--- src/rtl/exc_ctrl_pkg.sv ---
// ============================================================================
// Module      : exc_ctrl_pkg
// Description : Shared types and constants for the exception sequencer.
// Revision    : 1.0 - initial release
// ============================================================================
`default_nettype none

package exc_ctrl_pkg;

    localparam logic [31:0] c_exc_vector = 32'h0040_0004;

    localparam logic [4:0] c_code_irq     = 5'd0;
    localparam logic [4:0] c_code_syscall = 5'd8;
    localparam logic [4:0] c_code_break   = 5'd9;
    localparam logic [4:0] c_code_teq     = 5'd13;

    localparam int unsigned c_st_ie      = 0;
    localparam int unsigned c_st_syscall = 1;
    localparam int unsigned c_st_break   = 2;
    localparam int unsigned c_st_teq     = 3;
    localparam int unsigned c_st_irq     = 4;

    typedef enum logic [1:0] {
        ST_IDLE   = 2'd0,
        ST_ENTER  = 2'd1,
        ST_RETURN = 2'd2,
        ST_SETTLE = 2'd3
    } exc_state_t;

    function automatic logic [31:0] cause_word(input logic [4:0] code);
        return {25'b0, code, 2'b00};
    endfunction

endpackage

`default_nettype wire

--- src/rtl/exc_ctrl_irq_sync.sv ---
// ============================================================================
// Module      : exc_ctrl_irq_sync
// Description : Interrupt synchroniser chain feeding a sticky pending flag.
// Revision    : 1.0 - initial release
// ============================================================================
`default_nettype none

module exc_ctrl_irq_sync #(
    parameter int SYNC_STAGES = 2
) (
    input  logic clk,
    input  logic rst,
    input  logic irq,
    input  logic clr,
    output logic pend
);

    logic [SYNC_STAGES-1:0] r_sync;
    logic                   r_pend;

    always_ff @(posedge clk) begin
        if (rst) begin
            r_sync <= '0;
            r_pend <= 1'b0;
        end else begin
            r_sync <= {r_sync[SYNC_STAGES-2:0], irq};
            // Taking the interrupt wins over a still-high input; a held
            // level simply re-arms the flag on the following cycle.
            if (clr)
                r_pend <= 1'b0;
            else if (r_sync[SYNC_STAGES-1])
                r_pend <= 1'b1;
        end
    end

    assign pend = r_pend;

endmodule

`default_nettype wire

--- src/rtl/exc_ctrl.sv ---
// ============================================================================
// Module      : exc_ctrl
// Description : Trap/interrupt sequencer driving CP0 strobes and fetch redirect.
// Revision    : 1.0 - initial release
// ============================================================================
`default_nettype none

module exc_ctrl
    import exc_ctrl_pkg::*;
#(
    parameter logic [31:0] EXC_VECTOR  = c_exc_vector,
    parameter int          SYNC_STAGES = 2
) (
    input  logic        clk,
    input  logic        rst,
    input  logic        syscall_req,
    input  logic        break_req,
    input  logic        teq_req,
    input  logic        eret_req,
    input  logic        irq,
    input  logic [31:0] instr_pc,
    input  logic [31:0] status,
    input  logic [31:0] epc,
    output logic        exception,
    output logic        eret,
    output logic [31:0] cause,
    output logic [31:0] exc_pc,
    output logic        redirect,
    output logic [31:0] redirect_pc,
    output logic        flush
);

    exc_state_t  r_state, w_state_nxt;
    logic        w_irq_pend, w_irq_take;
    logic        w_take_brk, w_take_sys, w_take_teq, w_take_irq;
    logic        w_exception_nxt, w_eret_nxt, w_redirect_nxt;
    logic [31:0] w_cause_nxt, w_exc_pc_nxt, w_redirect_pc_nxt;
    logic        r_exception, r_eret, r_redirect;
    logic [31:0] r_cause, r_exc_pc, r_redirect_pc;

    exc_ctrl_irq_sync #(
        .SYNC_STAGES (SYNC_STAGES)
    ) u_irq_sync (
        .clk  (clk),
        .rst  (rst),
        .irq  (irq),
        .clr  (w_irq_take),
        .pend (w_irq_pend)
    );

    assign w_take_brk = break_req   & status[c_st_ie] & status[c_st_break];
    assign w_take_sys = syscall_req & status[c_st_ie] & status[c_st_syscall];
    assign w_take_teq = teq_req     & status[c_st_ie] & status[c_st_teq];
    assign w_take_irq = w_irq_pend  & status[c_st_ie] & status[c_st_irq];

    always_ff @(posedge clk) begin
        if (rst)
            r_state <= ST_IDLE;
        else
            r_state <= w_state_nxt;
    end

    // Output values are decided here for the state being entered, so every
    // strobe leaves a flop in the same cycle the state register changes.
    always_comb begin
        w_state_nxt       = r_state;
        w_exception_nxt   = 1'b0;
        w_eret_nxt        = 1'b0;
        w_redirect_nxt    = 1'b0;
        w_cause_nxt       = '0;
        w_exc_pc_nxt      = '0;
        w_redirect_pc_nxt = '0;
        w_irq_take        = 1'b0;
        case (r_state)
            ST_IDLE: begin
                if (eret_req) begin
                    w_state_nxt       = ST_RETURN;
                    w_eret_nxt        = 1'b1;
                    w_redirect_nxt    = 1'b1;
                    w_redirect_pc_nxt = epc;
                end else if (w_take_brk | w_take_sys | w_take_teq | w_take_irq) begin
                    w_state_nxt       = ST_ENTER;
                    w_exception_nxt   = 1'b1;
                    w_redirect_nxt    = 1'b1;
                    w_redirect_pc_nxt = EXC_VECTOR;
                    w_exc_pc_nxt      = instr_pc;
                    if (w_take_brk)
                        w_cause_nxt = cause_word(c_code_break);
                    else if (w_take_sys)
                        w_cause_nxt = cause_word(c_code_syscall);
                    else if (w_take_teq)
                        w_cause_nxt = cause_word(c_code_teq);
                    else begin
                        w_cause_nxt = cause_word(c_code_irq);
                        w_irq_take  = 1'b1;
                    end
                end
            end
            ST_ENTER, ST_RETURN: w_state_nxt = ST_SETTLE;
            ST_SETTLE:           w_state_nxt = ST_IDLE;
            default:             w_state_nxt = ST_IDLE;
        endcase
    end

    always_ff @(posedge clk) begin
        if (rst) begin
            r_exception   <= 1'b0;
            r_eret        <= 1'b0;
            r_redirect    <= 1'b0;
            r_cause       <= '0;
            r_exc_pc      <= '0;
            r_redirect_pc <= '0;
        end else begin
            r_exception   <= w_exception_nxt;
            r_eret        <= w_eret_nxt;
            r_redirect    <= w_redirect_nxt;
            r_cause       <= w_cause_nxt;
            r_exc_pc      <= w_exc_pc_nxt;
            r_redirect_pc <= w_redirect_pc_nxt;
        end
    end

    assign exception   = r_exception;
    assign eret        = r_eret;
    assign redirect    = r_redirect;
    assign flush       = r_redirect;
    assign cause       = r_cause;
    assign exc_pc      = r_exc_pc;
    assign redirect_pc = r_redirect_pc;

endmodule

`default_nettype wire

--- config.mk ---
export PLATFORM = sky130hd
export DESIGN_NAME = exc_ctrl
export DESIGN_NICKNAME = d
export VERILOG_FILES = /design/src/rtl/exc_ctrl_pkg.sv /design/src/rtl/exc_ctrl_irq_sync.sv /design/src/rtl/exc_ctrl.sv
export SDC_FILE = /design/constraint.sdc
export NUM_CORES = 1
export LEC_CHECK = 0
export BUFFER_PORTS_ARGS = -buffer_cell sky130_fd_sc_hd__clkbuf_2
export CAP_MARGIN = 25
export CORE_ASPECT_RATIO = 0.9
export CORE_MARGIN = 3
export CORE_UTILIZATION = 35
export DETAILED_ROUTE_END_ITERATION = 10
export PLACE_DENSITY_LB_ADDON = 0.15
export SLEW_MARGIN = 10
export SYNTH_ARGS = -nofsm -noshare
export SYNTH_HDL_FRONTEND = slang
export SYNTH_SLANG_ARGS = --single-unit
--- constraint.sdc ---
create_clock -name clk -period 1.4 [get_ports clk]
set_clock_uncertainty 0.15 [all_clocks]
set_input_delay 0.28 -clock clk [delete_from_list [all_inputs] [get_ports clk]]
set_output_delay 0.28 -clock clk [all_outputs]
set_load 0.05 [all_outputs]
Word-level counts from Yosys, hierarchy flattened. Cells that the tools add are included.

RAM bits: 0. Output and inout port bits: 100. Input port bits: 103. Bits in latches: 0. Flip-flop bits (word level): 104. Memory bits (read-only): 0. Memories kept: 0. Word-level logic and storage cells: 51.

Equality and inequality tests: 4. Bitwise operators: 13. $lt $le $gt $ge: 0. Add/sub/neg operators: 0. Reductions and logical operators: 7. Div/mod/pow operators: 0. Mux-type cells: 17. Shift-type cells: 0. $mul: 0.

Operator list (number): 2-to-1 mux 32 bit (1); 2-to-1 mux 23 bit (1); 2-to-1 mux 6 bit (3); 2-to-1 mux 1 bit (9); bitwise AND 1 bit (8); one-hot mux 2 bit (3 select lines) (1); OR reduction 2 bit (3); OR reduction 6 bit (1); == test 2 bit (second input constant) (2); 2-to-1 mux 2 bit (2); OR reduction 4 bit (1); inequality test 3 bit (second input constant) (1); bitwise OR 1 bit (3); OR reduction 3 bit (1); == test 2 x 1 -> 1 bit (second input constant) (1); zero test 2 bit (1); inverter 1 bit (2).

Longest topological paths before layout.
Word-level depth: 9. Depth in mapped cells: 7.

Modules after synthesis. From an unflattened synthesis, not the netlist that was laid out.

Cell total of the unflattened synthesis: 217. Area total of the unflattened synthesis: 2494.9 um^2.

By module, submodules not included: exc_ctrl (times used 1, sequential area each 1441.4 um^2, cells each 210, area an instance 2408.6 um^2); exc_ctrl_irq_sync (times used 1, sequential area each 60.1 um^2, cells each 7, area an instance 86.3 um^2).

Worst setup path after synthesis. No wires, ideal clock.

Kind: input to register. From: in status[3]. To: reg r_state[0]. Data arrival time: 1.288 ns. Stages: 3. Data required time: 1.127 ns. Library setup time: 0.123 ns. Path slack: -0.161 ns. Cell sequence: a22o_1 a2111oi_4 mux2_1.

Longest elaborated chain between the ends: 4.

Ends and longest elaborated chain: from (decl) (RTL line exc_ctrl.sv:22) `input logic [31:0] status,`; bitwise AND 1 bit (RTL line exc_ctrl.sv:53) `assign w_take_teq = teq_req & status[c_st_ie] & status[c_st_teq];`; bitwise OR 1 bit (2 in series) (RTL line exc_ctrl.sv:81) `end else if (w_take_brk | w_take_sys | w_take_teq | w_take_irq) begin`; inequality test 3 bit (no source line); to (signal assigned) (RTL line exc_ctrl.sv:60) `r_state <= w_state_nxt;`; to (decl) (RTL line exc_ctrl.sv:33) `exc_state_t r_state, w_state_nxt;`.

No other way between the ends. A chain may end at the register's enable or synchronous reset.

Worst setup path in the final report.
From: reg u_irq_sync.r_pend (netlist: u_irq_sync.pend). To: reg r_state[0].

Longest elaborated chain between the ends: 4.

Ends and longest elaborated chain: from (decl) (RTL line exc_ctrl_irq_sync.sv:19) `logic r_pend;`; from (signal assigned) (RTL line exc_ctrl_irq_sync.sv:24) `r_pend <= 1'b0;`; from (signal assigned) (RTL line exc_ctrl_irq_sync.sv:30) `r_pend <= 1'b0;`; from (signal assigned) (RTL line exc_ctrl_irq_sync.sv:32) `r_pend <= 1'b1;`; bitwise AND 1 bit (2 in series) (RTL line exc_ctrl.sv:54) `assign w_take_irq = w_irq_pend & status[c_st_ie] & status[c_st_irq];`; bitwise OR 1 bit (RTL line exc_ctrl.sv:81); inequality test 3 bit (no source line).

No other way between the ends.

==> flow_summary.yaml <==
outcome:
  status: "complete, but fails checks"
  failed_checks: "setup timing"
detailed_routing:
  drtIter0Drc: 37
  drc: 0
  wl_um: 6380
  viasPerCell: 4.15
  first_pass_iters: 4
  num_vias: 2103
  postRouteAntennaNets: 0
  routedWlPerCell_um: 12.6
final_layout:
  diodes: 0
  drive_gt1_share_pct: 53.7
  fin_util_pct: 62.4
  nets: 518
  syn2layout_area_growth_pct: 67.5
floorplan:
  die_y_um: 86.7
  die_x_um: 95.7
  rows: 28
  core_um2: 6800
  start_util_pct: 37.3
  ios: 203
  die-area_um2: 8290
grt:
  antenna_found_initial: 0
  grt.total_usage_pct: 14.8
  grt_pass1_wl_um: 9300
  first_global_vias: 2030
  grt_start_max_net_pins: 34
  overflow: 0
cts:
  numCtsBuffers: 9
  cts_setup_buffers: 0
  clock-root-buffer: "clkbuf_8"
  tritoncts: "done"
  cts_sinks: 75
  htree_levels: 3
  clockBufferDepth: 2
  clkLatencyLatePin_ns: 0.34
  clk_pin_slew_ns: 0.08
yosys:
  synth_top_flop_cell: "dfxtp_1"
  synth-async-reset-ratio_pct: 0
  synthAdderAreaFrac_pct: 0.988
  synthSimpleGateAreaFrac_pct: 22.1
  synth-xor-area-share_pct: 0
  synth_seq_area_share_pct: 59.3
  synthCells: 219
  synth_edf_count: 0
  synth_top_family_by_area: "simple AND/OR/NAND/NOR gates"
  synth-seq-cells: 75
  synth_cell_types: 28
  synth-compound-area-share_pct: 4.55
  avgSynthCellArea_um2: 11.6
  synth_mux_area_share_pct: 0.889
  yosysWarningCount: 0
  netlist_area_um2: 2530
setup_path:
  critPathMaxStageDelay_ns: 0.36
  required_ns: 1.48
  cp-start-kind: "register"
  path_class: "register to register"
  cp_max_fo: 3
  endpoint_kind: "register"
  path_cells: "and3_4 > a2111oi_4 > mux2_1"
  cp_slowest_cell: "a2111oi_4"
  worstPathArrival_ns: 1.53
sta:
  postLayoutSetupSlackWorst_ns: -0.0522
  min_period_over_period_pct: 104
  rsz0062_at_grt: "true"
  tns_ns: -0.100
  drv_slew: 0
  fmax_mhz: 689
  finalWorstPathRequiredPeriod_ns: 1.45
  finalSetupViolCount: 2
  hold_viol_final: 0
placement:
  dp_hpwl_um: 4460
  gp_congestion: 0.691
  pre_cts_slack_ns: -0.222
  numPortBuffers: 146
hold_path:
  hp-class: "input port to register"
pwr:
  ir_worst_vdd_mv: 0.983
  p_per_area_nw_per_um2: 1370
  total_power_w: 0.00580
  p_leak_nw: 2.05
job:
  maxCapViolations: 0
## state kept, by name (all words and copies together) (netlist names), 2 cells and up
name,cells
cause,3
exc_pc,32
u_irq_sync.r_sync,2
redirect_pc,32
r_state,2
## layout by cell type, fill, tap and decap left out, types with 3 or more instances in the layout
cell type       n
buf_2          35
dfxtp_1        74
clkbuf_4       13
clkbuf_16       3
nand2b_1        3
a21oi_1         3
clkbuf_2       98
clkbuf_8        9
conb_1         29
and2_1         30
dlygate4sd3_1  36
bufinv_16       3
nor3b_2        32
nor2_1          3
buf_12          5
buf_4           5
nand2_1         4
## timing repair
action,4_1_cts,5_1_grt
endpoints found under the setup margin,16,67
hold endpoints to repair,36,0
gates resized for setup,7,61
gates cloned,0,3
pin swaps,1,0
hold buffers,36,0
## where the power goes
group,internal [W],switching [W]
combinational,0.000552,0.00100
clock,0.00118,0.000764
sequential,0.00227,0.0000371
total,0.00400,0.00180
## final cells by class
type	instances	area, µm²
inverter	3	11.3
clock inverter	6	113
multi-input combinational	128	1030
sequential	75	1500
clock buffer	9	124
fill	566	2550
timing repair buffer	196	1350
tap	90	113
## kinds of logic (layout without fill, tap and decap cells)
| family | after synthesis | in the layout |
|---|---|---|
| other | 1 | 29 |
| AOI/OAI and AO/OA | 12 | 12 |
| adders and majority gates | 2 | 2 |
| and+or+nand+nor | 83 | 83 |
| DFF | 75 | 75 |
| muxes | 2 | 2 |
| buffers and inverters | 44 | 214 |
## through the flow
step	cells	instance area (µm²)	hold WS [ns]
2_1_floorplan	247	2800	0.243
3_3_place_gp	453	3490	0.284
3_5_place_dp	453	3490	0.286
4_1_cts	504	4100	0.0000145
5_1_grt	507	4240	0.00344
6_report	507	4240	0.0164
## worst paths after layout
check / from / to / slack, ns / cells past startpoint
worst max-delay path: u_irq_sync.pend$_SDFFE_PP0P_ / r_state[0]$_SDFFE_PP0P_ / -0.05 / 3
worst min-delay path: instr_pc[25] / exc_pc[25]$_SDFF_PP0_ / 0.02 / 2
worst max register to register: u_irq_sync.pend$_SDFFE_PP0P_ / r_state[0]$_SDFFE_PP0P_ / -0.05 / 3
worst min register to register: u_irq_sync.r_sync[0]$_SDFF_PP0_ / u_irq_sync.r_sync[1]$_SDFF_PP0_ / 0.30 / 1
## Yosys cell counts (2+ instances only)
cell / n / area (µm²)
a21oi_1: 5 / 25.0
and2_1: 30 / 188
and3_4: 2 / 22.5
buf_2: 4 / 20.0
buf_4: 30 / 225
buf_6: 3 / 33.8
clkbuf_1: 4 / 15.0
dfxtp_1: 75 / 1500
ha_1: 2 / 25.0
inv_1: 3 / 11.3
mux2_1: 2 / 22.5
nand2_1: 4 / 15.0
nand2b_1: 5 / 31.3
nor2_1: 4 / 15.0
nor2b_1: 2 / 12.5
nor3b_1: 30 / 225
nor3b_2: 2 / 25.0
o21ai_2: 2 / 17.5
## critical path: cells and delay by family, from the launching register on
kind / cells / cell delay (ns)
compound gates: 1 / 0.36
mux: 1 / 0.35
flops: 1 / 0.32
simple gates: 1 / 0.17
## metal layers
layer | vias up | GRT usage, % | part of all wire [%]
li1 | 1037 | - | -
met4 | 0 | 5.94 | 1.5
met3 | 8 | 6.25 | 10
met2 | 105 | 26.9 | 53
met5 | - | 0 | 0
met1 | 953 | 14.7 | 35
No activity file was read; power rests on OpenSTA's default activity.
